--- src/rtl/rv_wb_arbiter.sv ---
// Arbitrates the single Wishbone-classic master port between instruction fetch
// and load/store, with registered grant, optional fairness and bus timeout.
module rv_wb_arbiter #(
  parameter int FAIR      = 0,
  parameter int TIMEOUT   = 255,
  parameter int TIMEOUT_W = 8
) (
  input  logic        i_clk,
  input  logic        i_reset_n,
  input  logic        i_ireq,
  input  logic [31:0] i_iadr,
  output logic        o_iack,
  output logic [31:0] o_irdata,
  output logic        o_ierr,
  input  logic        i_dreq,
  input  logic [31:0] i_dadr,
  input  logic [31:0] i_dwdat,
  input  logic        i_dwe,
  input  logic [3:0]  i_dsel,
  output logic        o_dack,
  output logic [31:0] o_drdata,
  output logic        o_derr,
  output logic [31:0] o_wb_adr,
  output logic [31:0] o_wb_dat,
  input  logic [31:0] i_wb_dat,
  output logic        o_wb_we,
  output logic [3:0]  o_wb_sel,
  output logic        o_wb_stb,
  output logic        o_wb_cyc,
  input  logic        i_wb_ack,
  output logic [1:0]  o_grant
);

  // state | meaning
  // IDLE  | no bus cycle; arbitration happens here
  // GNT_I | bus cycle owned by instruction fetch
  // GNT_D | bus cycle owned by load/store
  typedef enum logic [1:0] {IDLE = 2'd0, GNT_I = 2'd1, GNT_D = 2'd2} state_t;

  localparam logic [TIMEOUT_W-1:0] TMO_LAST = TIMEOUT_W'((TIMEOUT == 0) ? 0 : TIMEOUT - 1);
  localparam logic TMO_EN   = (TIMEOUT != 0);
  localparam logic FAIR_EN  = (FAIR != 0);

  state_t               state, state_nxt;
  logic                 last_d;
  logic                 cyc_q;
  logic [TIMEOUT_W-1:0] cnt;
  logic                 busy;
  logic                 tmo_hit;
  logic                 grant_edge;

  assign busy       = (state != IDLE);
  assign tmo_hit    = TMO_EN && (cnt == TMO_LAST);
  assign grant_edge = (state == IDLE) && (state_nxt != IDLE);

  always_comb begin
    state_nxt = state;
    case (state)
      IDLE: begin
        // Data wins a tie unless fairness is on and data was granted last.
        if (i_dreq && (!i_ireq || !FAIR_EN || !last_d))
          state_nxt = GNT_D;
        else if (i_ireq)
          state_nxt = GNT_I;
      end
      GNT_I, GNT_D: begin
        if (i_wb_ack || tmo_hit)
          state_nxt = IDLE;
      end
      default: state_nxt = IDLE;
    endcase
  end

  always_ff @(posedge i_clk or negedge i_reset_n) begin
    if (!i_reset_n) begin
      state    <= IDLE;
      last_d   <= 1'b0;
      cnt      <= '0;
      cyc_q    <= 1'b0;
      o_wb_adr <= '0;
      o_wb_dat <= '0;
      o_wb_we  <= 1'b0;
      o_wb_sel <= '0;
    end else begin
      state <= state_nxt;
      cyc_q <= (state_nxt != IDLE);

      if (!busy)
        cnt <= '0;
      else if (!i_wb_ack)
        cnt <= cnt + 1'b1;

      if (grant_edge) begin
        last_d <= (state_nxt == GNT_D);
        if (state_nxt == GNT_D) begin
          o_wb_adr <= i_dadr;
          o_wb_dat <= i_dwdat;
          o_wb_we  <= i_dwe;
          o_wb_sel <= i_dsel;
        end else begin
          o_wb_adr <= i_iadr;
          o_wb_dat <= '0;
          o_wb_we  <= 1'b0;
          o_wb_sel <= 4'hF;
        end
      end
    end
  end

  assign o_wb_cyc = cyc_q;
  assign o_wb_stb = cyc_q;
  assign o_grant  = {state == GNT_D, state == GNT_I};

  // Completion is combinational from ack; ack beats a coincident timeout.
  assign o_iack   = (state == GNT_I) && i_wb_ack;
  assign o_dack   = (state == GNT_D) && i_wb_ack;
  assign o_ierr   = (state == GNT_I) && !i_wb_ack && tmo_hit;
  assign o_derr   = (state == GNT_D) && !i_wb_ack && tmo_hit;
  assign o_irdata = i_wb_dat;
  assign o_drdata = i_wb_dat;

endmodule

--- config.mk ---
export PLATFORM = sky130hd
export DESIGN_NAME = rv_wb_arbiter
export DESIGN_NICKNAME = d
export VERILOG_FILES = /design/src/rtl/rv_wb_arbiter.sv
export SDC_FILE = /design/constraint.sdc
export NUM_CORES = 1
export LEC_CHECK = 0
export BUFFER_PORTS_ARGS = -buffer_cell sky130_fd_sc_hd__buf_2
export CORE_UTILIZATION = 35
export CTS_CLUSTER_DIAMETER = 30
export DETAILED_ROUTE_END_ITERATION = 12
export PLACE_DENSITY = 0.68
export SLEW_MARGIN = 25
export SYNTH_ARGS = -nofsm -noshare
export SYNTH_HDL_FRONTEND = slang
export SYNTH_SLANG_ARGS = --single-unit
export TNS_END_PERCENT = 5
--- constraint.sdc ---
create_clock -name i_clk -period 2.7 [get_ports i_clk]
set_clock_uncertainty 0.1 [all_clocks]
set_input_delay 0.405 -clock i_clk [delete_from_list [all_inputs] [get_ports i_clk]]
set_output_delay 0.405 -clock i_clk [all_outputs]
set_load 0.005 [all_outputs]
* After elaboration in Yosys (flattened, before gate mapping)
Cells that the tools add are included.
** Storage, ports and cells
- Register bits after elaboration :: 80
- Output and inout bits :: 141
- Word-level logic and storage cells :: 36
** Operators by class
- Add/subtract/negate cells :: 1
- Eq/ne operators :: 5
- Mux-type cells :: 10
- Reduce and logical (&&, ||, !) cells :: 13
** Operators by type and width (count)
- $mux 32 :: 2
- $mux 8 :: 2
- $add 8x1->8 const B :: 1
- $eq 8x8->1 const B :: 1
- $logic_and 1x1->1 :: 7
- $mux 2 :: 3
- $eq 2x2->1 const B :: 2
- $mux 4 :: 1
- $pmux 2 s2 :: 1
- $reduce_bool 2->1 :: 2
- $eq 2x1->1 const B :: 1
- $logic_not 2->1 :: 1
- $ne 2x2->1 const B :: 1
- $reduce_or 2->1 :: 1
- $logic_not 1->1 :: 1
- $logic_or 1x1->1 :: 1
- $mux 1 :: 1

* Longest topological paths before layout
Gate-level depths: netlist of run 1.
- Depth in word-level cells :: 6
- Depth in mapped cells :: 10
- Mapped depth without buffers :: 7

* Worst setup path before layout of run 1
OpenSTA, ideal clock, no wires.
- Path kind :: reg-to-reg
- Start point :: register state[0]
- End point :: register o_wb_adr[11]
- Data arrival time :: 2.300 ns
- Required time :: 2.472 ns
- Slack :: 0.173 ns
- Cell stages (with the launch flop) :: 9
- Path buffers :: 1
- Cells stage by stage :: dfrtp_1 -> inv_1 -> ha_1 -> nor4bb_1 -> o21ai_1 -> a221oi_4 -> buf_6 -> mux2_2 -> mux2_1
** Between the ends
- Cells in the longest elaborated chain, start to end :: 5
- Elaborated cells on any way between the ends :: 12
- Classes of those cells :: 3 x eq/ne; 5 x mux; 4 x reduce/logical
** Ends and longest elaborated chain
- start: declaration :: RTL line 44 : state_t state, state_nxt;
- start signal: assignment :: RTL line 85 : state <= state_nxt;
- $eq 2x1->1 (tied with other cells) :: RTL line 58 : case (state)
- $reduce_or 2->1 or $mux 2 (tied branches) :: RTL line 58, 61
- $pmux 2 s2 :: RTL line 58
- $eq 2x2->1 or $reduce_bool 2->1 (tied branches) :: RTL line 95, 54
- $mux 32 or $logic_and 1x1->1 (tied branches) :: RTL line 95, 54
- end signal: assignment :: RTL line 96 : o_wb_adr <= i_dadr;
- end signal: assignment :: RTL line 101 : o_wb_adr <= i_iadr;
- end: declaration :: RTL line 23 : output logic [31:0] o_wb_adr,
Several ways; a longest one is shown, not always the timed one.
A chain may end at the register's enable or synchronous reset.

* Worst setup path in the final report of run 1
- Start point :: register state[0]
- End point :: register o_wb_adr[9]
The elaborated chain is that of the path after synthesis.

==> impl_metrics.json, run 1 <==
{
  "outcome": "complete, no violations",
  "synth_compound_area_frac": 0.02184,
  "final-setup-viol-count": 0,
  "worst_hold_path.endpoint": "o_wb_dat[28]$_DFFE_PN0P_",
  "viasPerCell": 4.526,
  "cp_data_required_time_ps": 2820,
  "cts_tree": "built",
  "drc": 0,
  "cts-root-buf": "clkbuf_16",
  "r2r_slack_ps": 110,
  "cpLargestDelayFamily": "multiplexers",
  "criticalPathCategory": "reg2reg",
  "syn_avg_cell_area_um2": 11.34,
  "max-slew-margin-rel": 0.6703,
  "insertion_delay_ps": 330,
  "synth_xor_area_frac": 0.009929,
  "synth_nets": 533,
  "wl_um": 10660,
  "hold_viol": 0,
  "antenna_left": 0,
  "final_util": 0.4497,
  "initial_core_util": 0.3627,
  "grt_max_degree": 45,
  "coreArea_mm2": 0.01216,
  "vias": 3132,
  "crit_start": "state[0]$_DFF_PN0_",
  "cp_max_fo": 14,
  "drtIter0Drc": 94,
  "cp-end-kind": "flip-flop",
  "ios": 279,
  "synthAdderAreaFrac": 0.01702,
  "worst_slew_pin_slew_ps": 494.5,
  "clockBufferDepth": 2,
  "cp.buffers_inverters": 3,
  "post-dp-hpwl_um": 7913,
  "synth.area.mux_share": 0.2485,
  "p_leak_nw": 2.707,
  "wl_per_cell_um": 15.41,
  "p_per_area_mw_per_mm2": 1175,
  "reg2regPathDepth": 9,
  "min-delay-start": "i_dwdat[28]",
  "worstPathCellList": "inv_1 -> ha_2 -> nor4bb_4 -> o21ai_2 -> a221oi_4 -> buf_12 -> buf_12 -> mux2_1 -> mux2_1",
  "antenna_cells": 0,
  "rsz0062_at_grt": "yes",
  "die_width_um": 114.3,
  "ys_seq_area_frac": 0.4539,
  "p_total_mw": 6.423,
  "hold_path_class": "in2reg",
  "min_period_ps": 2591,
  "cts_max_level": 3,
  "synth_top_family_by_area": "multiplexers",
  "timing.rr.end": "o_wb_adr[9]$_DFFE_PN0P_",
  "clkSlewWorstSetupHoldPaths_ps": 60,
  "chipHeight_um": 114.3,
  "arrival_ps": 2710,
  "nets": 663,
  "r2r-start": "state[0]$_DFF_PN0_",
  "tns_ps": 0,
  "synthSimpleGateAreaFrac": 0.07206,
  "clock-sinks": 80,
  "fin_cells": 692,
  "place_inst": 665,
  "cp-start-kind": "flip-flop",
  "final-max-slew-violation-count": 0,
  "period_share": 0.9595,
  "synthCells": 389,
  "cts_made_buffers": 9,
  "ys_ff_latch": 80,
  "gr-usage-all-layers": 0.1620,
  "ys_warn_count": 0,
  "min_path_cells": 3,
  "netlist_area_mm2": 0.004410,
  "maxCapViolCount": 0,
  "ir_drop_mv": 0.4713,
  "antenna_found_initial": 0,
  "grt_first_pass_wirelength_um": 15950,
  "cp_slowest_cell": "dfrtp_1",
  "synth_cell_types": 34,
  "area_delta_synth_final_pct": 24.00,
  "critPathMaxStageDelay_ps": 400,
  "overflow": 0,
  "port_buffers": 182,
  "max_freq_mhz": 386.0,
  "first_global_vias": 3266,
  "gp_congestion": 0.7459,
  "drt_pass1_iterations": 4,
  "dieArea_mm2": 0.01305,
  "num_rows": 40,
  "final_layout_size_suffix_gt1_frac": 0.4847
}
-- state kept, by name, summed over array words and instances, names as in the netlist --
name,cells
o_wb_adr,32
o_wb_dat,32
o_wb_cyc,1
cnt,8
o_wb_we,1
state,2
o_wb_sel,4
-- worst max path at each step --
stage | endpoint | cells after the start
after floorplan | o_wb_adr[11]$_DFFE_PN0P_ | 8
after global placement | o_wb_adr[9]$_DFFE_PN0P_ | 8
after detailed placement | o_wb_adr[26]$_DFFE_PN0P_ | 8
after CTS | o_wb_adr[16]$_DFFE_PN0P_ | 9
after global routing | o_wb_adr[9]$_DFFE_PN0P_ | 9
final | o_wb_adr[9]$_DFFE_PN0P_ | 9
-- worst register-to-register path, cell delays in order (launching register included) --
cell and delay, ps:
dfrtp_1 400, inv_1 90, ha_2 320, nor4bb_4 200
o21ai_2 110, a221oi_4 280, buf_12 170, buf_12 150
mux2_1 360, mux2_1 300
-- cells in the final DEF (no fill, tap or decap), types with 3 or more instances in the layout --
cell type,netlist,final
clkinv_4,0,3
buf_12,0,6
clkbuf_16,0,9
ha_1,6,5
dfrtp_1,80,79
buf_2,2,181
xor2_1,4,4
mux2i_1,33,33
inv_1,37,37
mux2_2,29,29
nor2b_1,3,3
mux2_1,39,39
buf_4,70,11
nand2_1,35,35
nor2_1,7,7
o21ai_0,3,3
nand2b_1,4,4
a21oi_1,4,4
-- power by group --
| group | switching [mW] | internal [mW] | leakage [nW] |
|---|---|---|---|
| combinational | 1.47 | 1.78 | 1.58 |
| sequential | 0.292 | 1.75 | 1.00 |
| clock | 0.499 | 0.626 | 0.129 |
| total | 2.26 | 4.16 | 2.71 |
-- synthesized netlist by cell type (all sizes together) --
| cell type | instances | area share |
|---|---|---|
| a21oi | 4 | 0.0045 |
| nor3b | 2 | 0.0034 |
| nor4bb | 1 | 0.0023 |
| mux2 | 68 | 0.17 |
| nand4 | 1 | 0.0028 |
| a221oi | 1 | 0.0060 |
| nand4b | 1 | 0.0020 |
| nand3 | 3 | 0.0034 |
| inv | 37 | 0.031 |
| nor2b | 3 | 0.0043 |
| nor2 | 7 | 0.0060 |
| o21ai | 5 | 0.0057 |
| o211a | 1 | 0.0023 |
| buf | 81 | 0.14 |
| clkbuf | 1 | 0.00085 |
| or2 | 2 | 0.0034 |
| or3 | 2 | 0.0028 |
| and3b | 1 | 0.0020 |
| o21a | 1 | 0.0017 |
| and2 | 2 | 0.0028 |
| nand2 | 35 | 0.030 |
| and3 | 1 | 0.0014 |
| xnor2 | 1 | 0.0020 |
| mux2i | 33 | 0.075 |
| dfrtp | 80 | 0.45 |
| nand2b | 4 | 0.0057 |
| o211ai | 1 | 0.0017 |
| xor2 | 4 | 0.0079 |
| ha | 6 | 0.017 |
-- kinds of logic after synthesis --
logic type | Yosys count
AO/OA/AOI/OAI | 13
XOR/XNOR | 5
adder cells (fa/ha/maj) | 6
buffers and inverters | 119
flip-flops | 80
multiplexers | 101
AND/OR/NAND/NOR | 65
-- routing by layer --
metal	GRT usage	vias up	share of wire
met5	0	-	0
met2	0.2820	168	0.50
li1	-	1463	-
met1	0.1804	1484	0.40
met3	0.04341	17	0.073
met4	0.08745	0	0.027
-- per-stage QoR --
stage	setup slack (ps)	hold WS, ps	cell area (µm²)
after detailed placement	-51.91	309.6	5024
after global routing	-21.80	200.7	5469
after CTS	5.976	187.8	5430
final	109.4	202.1	5469
after global placement	68.60	299.1	5024
after floorplan	172.5	9.409	4410
-- layout make-up --
type / instances / area, µm²
sequential: 80 / 2003
fill: 1170 / 6693
inverter: 37 / 138.9
clock buffer: 10 / 229.0
multi-input combinational: 190 / 1663
tap: 168 / 210.2
clock inverter: 6 / 46.29
timing repair buffer: 201 / 1179
-- repair_timing --
item,in CTS,in global routing
setup buffers,5,3
hold buffers,1,0
resized for setup,1,6
endpoints found under the hold margin,36,0
pin swaps,2,1
setup endpoints to repair,28,31
cloned,2,0
Note: power is estimated with default switching activity, not from simulation.
==> inputs of run 2 (changes only) <==
--- a/config.mk
+++ b/config.mk
@@ -9,7 +9,7 @@
 export CORE_UTILIZATION = 35
 export CTS_CLUSTER_DIAMETER = 30
 export DETAILED_ROUTE_END_ITERATION = 12
-export PLACE_DENSITY = 0.68
+export PLACE_DENSITY = 0.65
 export SLEW_MARGIN = 25
 export SYNTH_ARGS = -nofsm -noshare
 export SYNTH_HDL_FRONTEND = slang
==> constraint.sdc (replaced) <==
create_clock -name i_clk -period 3.3 [get_ports i_clk]
set_clock_uncertainty 0.1 [all_clocks]
set_input_delay 0.495 -clock i_clk [delete_from_list [all_inputs] [get_ports i_clk]]
set_output_delay 0.495 -clock i_clk [all_outputs]
set_load 0.005 [all_outputs]
==> impl_metrics.json, run 2 (synthesis gave the netlist of run 1 again) <==
{
  "outcome": "complete, no violations",
  "most-common-layout-cells": "buf_2, dfrtp_1, mux2_1, inv_1, nand2_1",
  "num_rows": 40,
  "swShare": 0.3556,
  "final-setup-viol-count": 0,
  "clkSlewWorstSetupHoldPaths_ps": 70,
  "busiest_layer": "met2",
  "cpLargestDelayFamily": "multiplexers",
  "drc": 0,
  "cts_max_level": 3,
  "worstPathCellList": "inv_1 -> ha_1 -> nor2b_1 -> o21ai_1 -> a221oi_4 -> buf_12 -> mux2_2 -> mux2_1",
  "final-max-slew-violation-count": 0,
  "antenna_cells": 0,
  "arrival_ps": 2960,
  "coreArea_mm2": 0.01216,
  "place_inst": 660,
  "overflow": 0,
  "critPathMaxStageDelay_ps": 430,
  "post-dp-hpwl_um": 7150,
  "cts_setup_buffers": 0,
  "tns_ps": 0,
  "cp-end-kind": "flip-flop",
  "nFillCells": 1150,
  "area_delta_synth_final_pct": 19.40,
  "ctsHoldBuffers": 0,
  "hold_path_class": "in2async",
  "final_layout_size_suffix_gt1_frac": 0.4626,
  "fin_cells": 676,
  "die_width_um": 114.3,
  "grtUsageMet3": 0.04711,
  "switchingPower_mw": 1.781,
  "grt_max_degree": 81,
  "hold_viol": 0,
  "p_leak_nw": 2.615,
  "max_freq_mhz": 352.4,
  "antenna_left": 0,
  "cp_data_required_time_ps": 3420,
  "insertion_delay_ps": 340,
  "ios": 279,
  "antenna_found_initial": 0,
  "p_per_area_mw_per_mm2": 950.9,
  "worst_slew_pin_slew_ps": 737.5,
  "clockPowerShare": 0.209,
  "cp.buffers_inverters": 2,
  "wl_per_cell_um": 14.31,
  "cp-start-kind": "flip-flop",
  "cts_made_buffers": 9,
  "seqPwrFrac": 0.331,
  "clockBufferDepth": 2,
  "grt_first_pass_wirelength_um": 15360,
  "layout_setup_ws_ps": 462.6,
  "period_share": 0.8598,
  "gr-usage-all-layers": 0.1579,
  "p_comb_frac": 0.459,
  "nets": 647,
  "largest_registers": "o_wb_adr: 32 flops, o_wb_dat: 32 flops, cnt: 8 flops",
  "cts-root-buf": "clkbuf_16",
  "initial_core_util": 0.3627,
  "cts_tree": "built",
  "chipHeight_um": 114.3,
  "drtIter0Drc": 48,
  "rsz0062_at_grt": "no",
  "cp_slowest_cell": "dfrtp_1",
  "grtUsageMet1": 0.1825,
  "cts-resized-gates": 0,
  "p_int_mw": 3.227,
  "first_global_vias": 3042,
  "max-slew-margin-rel": 0.5084,
  "min_period_ps": 2837,
  "drt_pass1_iterations": 4,
  "gp_congestion": 0.8094,
  "cp_max_fo": 69,
  "viasPerCell": 4.435,
  "dieArea_mm2": 0.01305,
  "grt_use_met2": 0.2558,
  "clock-sinks": 80,
  "hold_slack_ps": 98.54,
  "ir_drop_mv": 0.4686,
  "final_util": 0.4330,
  "maxCapViolCount": 0,
  "port_buffers": 182,
  "wl_um": 9671,
  "final_common_cell": "buf_2",
  "stdcell_area_mm2": 0.005266,
  "p_total_mw": 5.008,
  "pre_cts_ws_ps": 468.6,
  "placed_area_mm2": 0.004949,
  "vias": 2998,
  "criticalPathCategory": "reg2reg"
}
-- run 2: layer usage --
metal	routed length (µm)	part of all wire	vias to the layer above
li1	-	-	1432
met3	767	0.079	28
met1	3863	0.40	1393
met4	323	0.033	0
met2	4716	0.49	145
met5	0	0	-
-- run 2: final timing paths --
| check | startpoint | slack (ps) | cells after the start | to |
|---|---|---|---|---|
| max reg2reg | state[0]$_DFF_PN0_ | 460 | 8 | o_wb_adr[27]$_DFFE_PN0P_ |
| min | i_reset_n | 100 | 1 | o_wb_adr[6]$_DFFE_PN0P_ |
| max in group asynchronous | i_reset_n | 2510 | 1 | o_wb_adr[24]$_DFFE_PN0P_ |
| min reg2reg | o_wb_adr[27]$_DFFE_PN0P_ | 380 | 1 | o_wb_adr[27]$_DFFE_PN0P_ |
| max | state[0]$_DFF_PN0_ | 460 | 8 | o_wb_adr[27]$_DFFE_PN0P_ |
| min in group i_clk | i_dwdat[14] | 290 | 3 | o_wb_dat[14]$_DFFE_PN0P_ |
-- run 2: power groups by stage --
| stage | clock [mW] | sequential [mW] | combinational, mW |
|---|---|---|---|
| finish | 1.05 | 1.66 | 2.30 |
| global route | 1.14 | 1.72 | 2.56 |
| CTS | 1.09 | 1.67 | 2.38 |
| detailed placement | 0 | 1.67 | 2.38 |
| global placement | 0 | 1.66 | 2.28 |
| floorplan | 0 | 1.70 | 1.65 |
-- run 2: layout make-up --
type                       count  area, µm²  share of cell area
clock buffer                  10      239.0             0.04538
clock inverter                 6      75.07             0.01426
inverter                      37      138.9             0.02637
multi-input combinational    190       1637              0.3108
sequential                    80       2002              0.3801
tap                          168      210.2             0.03991
timing repair buffer         185      964.7              0.1832
